===== config.mk =====
export PLATFORM = sky130hd
export DESIGN_NAME = ras_branch_sched
export DESIGN_NICKNAME = d
export VERILOG_FILES = /design/src/rtl/ras_pkg.sv /design/src/rtl/ras_tag_ring.sv /design/src/rtl/ras_branch_sched.sv
export SDC_FILE = /design/constraint.sdc
export NUM_CORES = 1
export LEC_CHECK = 0
export CORE_ASPECT_RATIO = 1.4
export CORE_MARGIN = 3
export CORE_UTILIZATION = 37
export DETAILED_ROUTE_END_ITERATION = 10
export GPL_TIMING_DRIVEN = 0
export MAX_ROUTING_LAYER = met4
export PLACE_DENSITY = 0.58
export SLEW_MARGIN = 15
export SYNTH_ARGS = -nofsm -noshare
export SYNTH_HDL_FRONTEND = slang
export SYNTH_SLANG_ARGS = --single-unit

===== constraint.sdc =====
create_clock -name clk -period 4 [get_ports clk]
set_input_delay 1 -clock clk [delete_from_list [all_inputs] [get_ports clk]]
set_output_delay 1 -clock clk [all_outputs]
set_load 0.005 [all_outputs]

===== src/rtl/ras_pkg.sv =====
// Shared types for the return-address-stack branch scheduler.
package ras_pkg;

  localparam int RAS_MAXBRANCHES   = 16;
  localparam int RAS_BRANCHES_ADDR = 4;
  localparam int RAS_WIDTH         = 32;

  typedef logic [RAS_BRANCHES_ADDR-1:0] tag_t;

  typedef enum logic [1:0] {
    ST_RUN,
    ST_FLUSH,
    ST_RECOVER
  } sched_state_e;

  typedef enum logic [1:0] {
    CMD_NONE,
    CMD_BRANCH,
    CMD_CLOSE_VALID,
    CMD_CLOSE_INVALID
  } ras_cmd_e;

  // Saturating increment for 32-bit event counters.
  function automatic logic [31:0] sat_inc32(input logic [31:0] v);
    return (v == 32'hFFFF_FFFF) ? v : v + 32'd1;
  endfunction

endpackage


===== src/rtl/ras_tag_ring.sv =====
// Branch tag ring: per-tag live/resolved/mispred scoreboard, head/tail
// pointers and the count of open tags. Optional RAS_SCHED_STATS_EN exposes
// a dropped-resolution strobe for the statistics counters.
module ras_tag_ring
  import ras_pkg::*;
#(
  parameter int MAXBRANCHES   = 16,
  parameter int BRANCHES_ADDR = 4
) (
  input  logic                     clk,
  input  logic                     rst_n,
  input  logic                     alloc,
  input  logic                     resolve,
  input  logic [BRANCHES_ADDR-1:0] resolve_tag,
  input  logic                     resolve_mispred,
  input  logic                     retire,
  input  logic                     clear_all,
  output logic [BRANCHES_ADDR-1:0] tail,
  output logic [BRANCHES_ADDR:0]   outstanding,
  output logic                     full,
  output logic                     head_live,
  output logic                     head_resolved,
  output logic                     head_mispred
`ifdef RAS_SCHED_STATS_EN
  ,
  output logic                     res_drop
`endif
);

  logic [MAXBRANCHES-1:0]   live;
  logic [MAXBRANCHES-1:0]   resolved;
  logic [MAXBRANCHES-1:0]   mispred;
  logic [BRANCHES_ADDR-1:0] head;
  logic                     res_ok;

  // A resolution only counts for a tag that is open and not yet resolved.
  assign res_ok        = resolve && live[resolve_tag] && !resolved[resolve_tag];
  assign head_live     = live[head];
  assign head_resolved = resolved[head];
  assign head_mispred  = mispred[head];
  assign full          = (outstanding == (BRANCHES_ADDR+1)'(MAXBRANCHES));

`ifdef RAS_SCHED_STATS_EN
  assign res_drop = resolve && !res_ok;
`endif

  // Scoreboard, pointers and occupancy; a flush wipes everything and snaps
  // head to tail so the next allocation continues the tag sequence.
  always_ff @(posedge clk or negedge rst_n) begin
    if (!rst_n) begin
      live        <= '0;
      resolved    <= '0;
      mispred     <= '0;
      head        <= '0;
      tail        <= '0;
      outstanding <= '0;
    end else if (clear_all) begin
      live        <= '0;
      resolved    <= '0;
      mispred     <= '0;
      head        <= tail;
      outstanding <= '0;
    end else begin
      if (res_ok) begin
        resolved[resolve_tag] <= 1'b1;
        mispred[resolve_tag]  <= resolve_mispred;
      end
      if (retire) begin
        live[head] <= 1'b0;
        head       <= head + 1'b1;
      end
      if (alloc) begin
        live[tail]     <= 1'b1;
        resolved[tail] <= 1'b0;
        mispred[tail]  <= 1'b0;
        tail           <= tail + 1'b1;
      end
      case ({alloc, retire})
        2'b10:   outstanding <= outstanding + (BRANCHES_ADDR+1)'(1);
        2'b01:   outstanding <= outstanding - (BRANCHES_ADDR+1)'(1);
        default: outstanding <= outstanding;
      endcase
    end
  end

endmodule


===== src/rtl/ras_branch_sched.sv =====
// Branch scheduler in front of the return address stack: allocates tags in
// order, takes resolutions out of order, retires oldest-first and registers
// every ras command. Optional RAS_SCHED_STATS_EN adds saturating counters.
module ras_branch_sched
  import ras_pkg::*;
#(
  parameter int MAXBRANCHES   = 16,
  parameter int BRANCHES_ADDR = 4,
  parameter int WIDTH         = 32
) (
  input  logic                     clk,
  input  logic                     rst_n,
  input  logic                     fe_push,
  input  logic                     fe_pop,
  input  logic [WIDTH-1:0]         fe_din,
  output logic                     fe_ready,
  input  logic                     br_open_valid,
  output logic                     br_open_ready,
  output logic [BRANCHES_ADDR-1:0] br_open_tag,
  input  logic                     res_valid,
  input  logic [BRANCHES_ADDR-1:0] res_tag,
  input  logic                     res_mispredict,
  output logic                     ras_push,
  output logic                     ras_pop,
  output logic                     ras_branch,
  output logic                     ras_close_valid,
  output logic                     ras_close_invalid,
  output logic [WIDTH-1:0]         ras_din,
  output logic [BRANCHES_ADDR:0]   outstanding,
  output logic                     flush_done
`ifdef RAS_SCHED_STATS_EN
  ,
  output logic [31:0]              stat_commits,
  output logic [31:0]              stat_flushes,
  output logic [31:0]              stat_stale_res,
  output logic [31:0]              stat_open_stalls
`endif
);

  sched_state_e state, state_nxt;
  ras_cmd_e     cmd_nxt;
  logic         do_kill, do_commit, do_open;
  logic         fe_take_push, fe_take_pop;
  logic         ring_full, head_live, head_resolved, head_mispred;
`ifdef RAS_SCHED_STATS_EN
  logic         res_drop;
`endif

  ras_tag_ring #(
    .MAXBRANCHES  (MAXBRANCHES),
    .BRANCHES_ADDR(BRANCHES_ADDR)
  ) u_ring (
    .clk            (clk),
    .rst_n          (rst_n),
    .alloc          (do_open),
    .resolve        (res_valid),
    .resolve_tag    (res_tag),
    .resolve_mispred(res_mispredict),
    .retire         (do_commit),
    .clear_all      (do_kill),
    .tail           (br_open_tag),
    .outstanding    (outstanding),
    .full           (ring_full),
    .head_live      (head_live),
    .head_resolved  (head_resolved),
    .head_mispred   (head_mispred)
`ifdef RAS_SCHED_STATS_EN
    ,
    .res_drop       (res_drop)
`endif
  );

  assign fe_take_push = fe_push && fe_ready;
  assign fe_take_pop  = fe_pop  && fe_ready;

  // FSM state register.
  always_ff @(posedge clk or negedge rst_n) begin
    if (!rst_n) state <= ST_RUN;
    else        state <= state_nxt;
  end

  // Commit arbitration (flush > retire > open), handshakes and next state;
  // the front end is held off from the flush decision through recovery.
  always_comb begin
    state_nxt     = state;
    do_kill       = 1'b0;
    do_commit     = 1'b0;
    do_open       = 1'b0;
    br_open_ready = 1'b0;
    fe_ready      = 1'b0;
    cmd_nxt       = CMD_NONE;
    case (state)
      ST_RUN: begin
        do_kill       = head_live && head_resolved && head_mispred;
        do_commit     = head_live && head_resolved && !head_mispred;
        br_open_ready = !do_kill && !do_commit && !ring_full;
        fe_ready      = !do_kill;
        do_open       = br_open_valid && br_open_ready;
        if (do_kill) begin
          cmd_nxt   = CMD_CLOSE_INVALID;
          state_nxt = ST_FLUSH;
        end else if (do_commit) begin
          cmd_nxt = CMD_CLOSE_VALID;
        end else if (do_open) begin
          cmd_nxt = CMD_BRANCH;
        end
      end
      ST_FLUSH:   state_nxt = ST_RECOVER;
      ST_RECOVER: state_nxt = ST_RUN;
      default:    state_nxt = ST_RUN;
    endcase
  end

  // Registered ras command/data outputs and the post-flush pulse.
  always_ff @(posedge clk or negedge rst_n) begin
    if (!rst_n) begin
      ras_push          <= 1'b0;
      ras_pop           <= 1'b0;
      ras_din           <= '0;
      ras_branch        <= 1'b0;
      ras_close_valid   <= 1'b0;
      ras_close_invalid <= 1'b0;
      flush_done        <= 1'b0;
    end else begin
      ras_push          <= fe_take_push;
      ras_pop           <= fe_take_pop;
      ras_din           <= fe_take_push ? fe_din : '0;
      ras_branch        <= (cmd_nxt == CMD_BRANCH);
      ras_close_valid   <= (cmd_nxt == CMD_CLOSE_VALID);
      ras_close_invalid <= (cmd_nxt == CMD_CLOSE_INVALID);
      flush_done        <= (state == ST_FLUSH);
    end
  end

  a_one_cmd: assert property (@(posedge clk) disable iff (!rst_n)
    $onehot0({ras_branch, ras_close_valid, ras_close_invalid}));

`ifdef RAS_SCHED_STATS_EN
  // Saturating event counters.
  always_ff @(posedge clk or negedge rst_n) begin
    if (!rst_n) begin
      stat_commits     <= '0;
      stat_flushes     <= '0;
      stat_stale_res   <= '0;
      stat_open_stalls <= '0;
    end else begin
      if (do_commit) stat_commits <= sat_inc32(stat_commits);
      if (do_kill)   stat_flushes <= sat_inc32(stat_flushes);
      if (res_drop)  stat_stale_res <= sat_inc32(stat_stale_res);
      if (br_open_valid && !br_open_ready) stat_open_stalls <= sat_inc32(stat_open_stalls);
    end
  end
`endif

endmodule

==> results.ini, run 1 <==
[synth]
synth_xor_area_frac=0.00709
synth_flop_cell=dfrtp_1
synth.avg_cell_area_sq_um=10.7
synthSimpleGateAreaFrac=0.213
netlist_instances=461
synthArstFlopShare=1.00
synth_nets=513
synth_fa_ha_area_frac=0.0228
syn_area_sq_um=4940
synth_compound_area_frac=0.137
synth-edff-count=0
synth_seq_cells=101
yosysSeqAreaShare=0.512
synth.mux.area_fraction=0.0625
synth_top_family_by_area=simple AND/OR/NAND/NOR gates
synth_cell_types=58
yosys_warnings=0

[flow_run]
maxCapViolCount=0

[cts]
clk_pin_slew_ns=0.08
cts_tree=yes
clock_sinks=101
numCtsBuffers=9
max-clock-path-buffers=2
clock_latency_ns=0.35
h-tree-depth=3
root_buffer=clkbuf_16

[placement]
place_inst=729
port_buffers=89
routabilityCongestion=0.920
hpwl_um=10500

[grt]
use_met3=0.0398
grt_overflow_total=0
antenna_found_initial=0
grt_use_met2=0.357
grt_pass1_vias=4182
grt_max_degree=75
grtUsageTotal=0.204
grt_pass1_wl_um=22800
grt_busiest_layer=met2
use_met1=0.233

[die]
start_util=0.382
die_w_um=104
die_height_um=143
ioPinCount=92
core_sq_um=12900
row_count=49
die_area_sq_um=14800

[worst_setup_path]
slowest_stage=mux4_2
max_stage_delay_ns=0.54
critPathKind=reg -> out
cp.required_ns=3.00
cp_max_fo=10
cp.arrival_ns=2.89
startpoint_type=flop
cp-end-kind=output pin
crit_chain=buf_6, buf_8, mux4_2, a22oi_2, nand2_2, buf_2, a21oi_1, clkdlybuf4s50_1

[cells_and_area]
utilization=0.495
layout-drive-gt1-share=0.120
multiInputGateArea_sq_um=2190
seq_area_sq_um=2530
area_delta_synth_final_pct=29.5
final_common_cell=dfrtp_1
most-common-layout-cells=dfrtp_1, clkdlybuf4s50_1, and2_1, nand2_1, nand3_1
num_antenna_cells=0
nFillCells=1201
stdcell_count=746
fin_nets=615

[routing]
num_vias=4000
wire_per_inst_um=19.1
drcViolationCount=0
routed_wl_um=14300
antenna_left=0
drt-initial-drc-count=335
vias_per_cell=5.36
dr.pass1.iters=5

[timing]
min_period_ns=3.89
period_share=0.972
finalSetupViolCount=0
drv_slew=0
maxSlewHeadroom=0.565
fmax_mhz=257
rsz0062_at_grt=false
hold_viol_final=0
tns_ns=0
finalClockSkew_ns=0.0145
tightest_slew_ns=0.653

[power]
total_power_mw=5.14
vdd_ir_drop_max_mv=0.276
power.density_nw_per_um2=803
p_leak_nw=2.84

[worst_hold_path]
hp-class=reg -> reg

[status]
status=finished, final reports clean

synth_stat cells (2+ instances only):
library cell  instances  area (sq um)
nand4_1               4          25.0
nor2_1               18          67.6
a221oi_1              2          17.5
nor3_1                6          30.0
ha_1                  9           113
and3b_1               2          17.5
inv_1                15          56.3
mux2_2               15           169
nand2_2               2          12.5
o211a_1              15           150
nor3b_1               9          67.6
a22o_1                2          17.5
mux2i_1               5          50.1
a21oi_1              22           110
nand2_1              33           124
nand2b_1              3          18.8
clkbuf_1             11          41.3
and2_1               35           219
nor4_1                2          12.5
or4b_1                3          30.0
o21ai_0              20           100
o31ai_1               2          15.0
a311oi_1              6          52.6
a22oi_1               3          22.5
nand3b_1             10          75.1
a221o_1               2          20.0
and3_1               21           131
buf_2                12          60.1
nor2b_1               8          50.1
mux4_2                4          90.1
nand3_1              23           115
xnor2_1               3          26.3
dfrtp_1             101          2530
and4_1                2          17.5
a31oi_1               2          12.5
o311a_1               3          30.0
buf_6                 5          56.3
layer usage:
metal	wire [um]	vias up
met5	0	-
met4	407	0
met3	879	30
met2	7270	183
met1	5720	1932
li1	-	1855
through the flow:
step / area (sq um) / hold slack, ns / setup slack (ns)
floorplan: 4940 / 0.417 / 1.06
global placement: 6050 / 0.432 / -2.11
detailed placement: 6080 / 0.445 / 0.0773
CTS: 6390 / 0.448 / 0.0431
global route: 6400 / 0.457 / 0.00662
finish: 6400 / 0.442 / 0.111
logic make-up after synthesis:
group | after synthesis
simple gates | 186
xor+xnor | 4
buf+inv | 46
mux | 24
fa+ha+maj | 9
compound gates | 91
flops | 101
report_power, final:
group	internal [mW]	total, mW	switching, mW
clock network	0.444	0.847	0.403
registers	1.43	1.72	0.291
logic	1.22	2.57	1.36
final cells by class:
cell class / instances / share of cell area
plain buffers: 30 / 0.0285
clock buffers: 10 / 0.0373
clock inverters: 6 / 0.00704
inverters: 16 / 0.00938
multi-input cells: 314 / 0.343
flip-flops and latches: 101 / 0.395
well taps: 178 / 0.0348
repair buffers: 91 / 0.145
worst max-delay path: cells and delay by family (launching register included):
family,cells,cell delay (ns)
buffers and inverters,4,1.07
multiplexers,1,0.54
flip-flops,1,0.43
AO/OA/AOI/OAI,2,0.37
AND/OR/NAND/NOR,1,0.11
sequential cells by signal (all words and copies together) (netlist names):
signal,flops
flush_done,1
u_ring.mispred,16
ras_push,1
ras_pop,1
ras_close_valid,1
state,2
u_ring.tail,4
ras_branch,1
u_ring.head,4
u_ring.outstanding,5
u_ring.resolved,16
ras_din,32
ras_close_invalid,1
u_ring.live,16
repair_timing:
item                       4_1_cts  5_1_grt
gates resized for setup          5        2
pin swaps                        1        0
hold buffers                     0        0
setup buffers                    1        0
setup endpoints to repair        1        1
hold endpoints to repair         0        0
worst paths after layout:
path	cells after the start	slack, ns	to	from
max in group asynchronous	2	2.81	u_ring.mispred[7]	rst_n
min in group asynchronous	1	0.52	u_ring.resolved[14]	rst_n
worst min-delay path	1	0.44	flush_done	state[1]
worst max-delay path	8	0.11	fe_ready	u_ring.head[1]
worst min register to register	1	0.44	flush_done	state[1]
worst max register to register	11	0.45	u_ring.outstanding[4]	u_ring.head[0]
Note: power is estimated with default switching activity, not from simulation.
==> run 2: changes to the inputs <==
--- a/config.mk
+++ b/config.mk
@@ -7,11 +7,11 @@
 export LEC_CHECK = 0
 export CORE_ASPECT_RATIO = 1.4
 export CORE_MARGIN = 3
-export CORE_UTILIZATION = 37
+export CORE_UTILIZATION = 40
 export DETAILED_ROUTE_END_ITERATION = 10
 export GPL_TIMING_DRIVEN = 0
 export MAX_ROUTING_LAYER = met4
-export PLACE_DENSITY = 0.58
+export PLACE_DENSITY = 0.62
 export SLEW_MARGIN = 15
 export SYNTH_ARGS = -nofsm -noshare
 export SYNTH_HDL_FRONTEND = slang
==> run 2 against run 1 <==
Compared with the run above: register-to-register slack gained 0.16 ns; highest routed layer unchanged; sequential power is essentially flat; critical endpoint unchanged; clock-buffer cell count is the same; die area shrank 7.1%.
==> results.ini, run 2 (synthesis gave the netlist of run 1 again) <==
[worst_setup_path]
cp.arrival_ns=2.82  ; -0.07 ns
reg2reg_to=u_ring.outstanding[2]
r2r_cells=12  ; +1
r2r_start=u_ring.head[1]
startpoint_type=flop
cp.required_ns=3.00  ; about the same
reg2reg_slack_ns=0.61  ; +0.16 ns
cp-end-kind=output pin
cp_max_fo=19  ; +9
critPathKind=reg -> out

[timing]
finalSetupViolCount=0  ; unchanged
maxSlewHeadroom=0.572  ; +0.00685
fmax_mhz=262  ; +1.8%
period_share=0.955  ; -0.0174
tightest_slew_ns=0.640  ; -0.0123 ns
worst_slack_ns=0.180  ; +0.0695 ns
hold_viol_final=0  ; unchanged
rsz0062_at_grt=false
min_period_ns=3.82  ; -0.0695 ns
finalClockSkew_ns=0.0103  ; -0.00416 ns
drv_slew=0  ; unchanged
fin_hold_ws_ns=0.453  ; +0.0106 ns

[placement]
port_buffers=89  ; unchanged
pre_cts_slack_ns=0.0596  ; -0.0178 ns
hpwl_um=10400  ; -1.5%
routabilityCongestion=0.909  ; -1.2%

[die]
row_count=47  ; -4.1%
die_height_um=138  ; -3.7%
core_sq_um=11900  ; -7.7%
die_w_um=99.9  ; -3.6%
die_area_sq_um=13700  ; -7.1%
ioPinCount=92  ; unchanged
start_util=0.414  ; +0.0319

[cts]
clk_pin_slew_ns=0.07  ; about the same
root_buffer=clkbuf_16
cts_tree=yes
h-tree-depth=3  ; unchanged
clock_latency_ns=0.35  ; about the same
max-clock-path-buffers=2  ; unchanged
clock_sinks=101  ; unchanged
numCtsBuffers=9  ; unchanged
hold_buffers=0  ; unchanged

[cells_and_area]
fin_nets=614  ; -0.16%
area_delta_synth_final_pct=28.5
layout-drive-gt1-share=0.113  ; -0.00664
largest_reg_flops=32  ; unchanged
most-common-layout-cells=dfrtp_1, clkdlybuf4s50_1, and2_1, nand2_1, nand3_1
final_common_cell=dfrtp_1
num_antenna_cells=0  ; unchanged
top_register=ras_din

[grt]
grt_pass1_vias=4115  ; -1.6%
grtUsageTotal=0.216  ; +0.0121
grt_max_degree=60  ; -20%
grt_overflow_total=0  ; unchanged
antenna_found_initial=0  ; unchanged
grt_pass1_wl_um=22000  ; -3.8%

[power]
p_sw_mw=2.03  ; -1.1%
p_seq_frac=0.332  ; -0.002
total_power_mw=5.15  ; +0.17%
vdd_ir_drop_max_mv=0.302  ; +9.4%
switching_share=0.394  ; -0.00516
p_int_mw=3.12  ; +1.0%
combPwrFrac=0.500  ; about the same
power.density_nw_per_um2=811  ; +0.94%
clkPwrFrac=0.169  ; +0.004
p_leak_nw=2.84  ; -0.32%

[routing]
antenna_left=0  ; unchanged
dr.pass1.iters=6  ; +1
drcViolationCount=0  ; unchanged
vias_per_cell=5.67  ; +5.7%
routed_wl_um=14100  ; -1.1%
num_vias=4041  ; +1.0%
wire_per_inst_um=19.8  ; +3.4%
drt-initial-drc-count=288  ; -14%

[worst_hold_path]
hp-class=reg -> reg
min_from=state[1]
hold_end=state[1]
hold_depth=1  ; unchanged

[flow_run]
maxCapViolCount=0  ; unchanged

[status]
status=finished, final reports clean

## run 2: cell types whose count changed in the layout (fill, tap and decap cells not counted), sizes merged
| cell | change |
|---|---|
| buf | -1 |
| bufinv | +1 |
| clkinv | -2 |
| clkinvlp | +1 |
| inv | -1 |
## run 2: cell type report
cell class / instances / area (sq um)
buffer: 29 / 171
clock buffer: 10 / 229
clock inverter: 5 / 60.1
fill: 1073 / 5590
inverter: 16 / 60.1
multi-input combinational: 314 / 2190
sequential: 101 / 2530
tap: 147 / 184
timing repair buffer: 91 / 927
## run 2: worst max path at each step
stage | startpoint | endpoint | slack, ns | cells after the start
after CTS | u_ring.head[0] | fe_ready | 0.04 | 7
after global routing | u_ring.head[1] | fe_ready | 0.03 | 7
final | u_ring.head[1] | fe_ready | 0.18 | 7
after global placement | rst_n | u_ring.resolved[7] | -1.96 | 1
after detailed placement | u_ring.head[1] | fe_ready | 0.06 | 8
after floorplan | res_tag[1] | u_ring.mispred[4] | 1.06 | 8
## run 2: stage by stage
step | util | TNS [ns] | std cells | cell area, sq um
2_1_floorplan | - | 0 | 461 | 4940
3_3_place_gp | 0.504 | -196.78 | 697 | 6020
3_5_place_dp | 0.506 | 0 | 698 | 6040
4_1_cts | 0.531 | 0 | 712 | 6340
5_1_grt | 0.532 | 0 | 713 | 6350
6_report | 0.532 | 0 | 713 | 6350
## run 2: power by group through the flow
stage                     Clock, mW  Combinational (mW)  Sequential [mW]
final                         0.868                2.57             1.71
after global routing          0.918                2.82             1.75
after CTS                     0.889                2.56             1.70
after detailed placement          0                2.55             1.72
after global placement            0                2.52             1.70
after floorplan                   0                1.60             1.65
## run 2: what timing repair did
item,4_1_cts,5_1_grt
setup buffers,0,1
resized for setup,4,1
endpoints found under the hold margin,0,0
setup endpoints to repair,1,1
pin swaps,0,1
## run 2: routing by layer
layer  vias to the layer above  global-route usage  share of wire
met3                        38              0.0274          0.057
met5                         -                   -              0
met2                       170               0.352           0.50
met1                      1981               0.263           0.40
li1                       1852                   -              -
met4                         0               0.109          0.039
## run 2: worst max-delay path: stages, from the launching register on
cell and delay [ns]:
dfrtp_2 0.44, buf_8 0.21, mux4_2 0.54, a22oi_1 0.26, nand2_2 0.11, buf_2 0.22
a21oi_1 0.17, clkdlybuf4s50_1 0.52
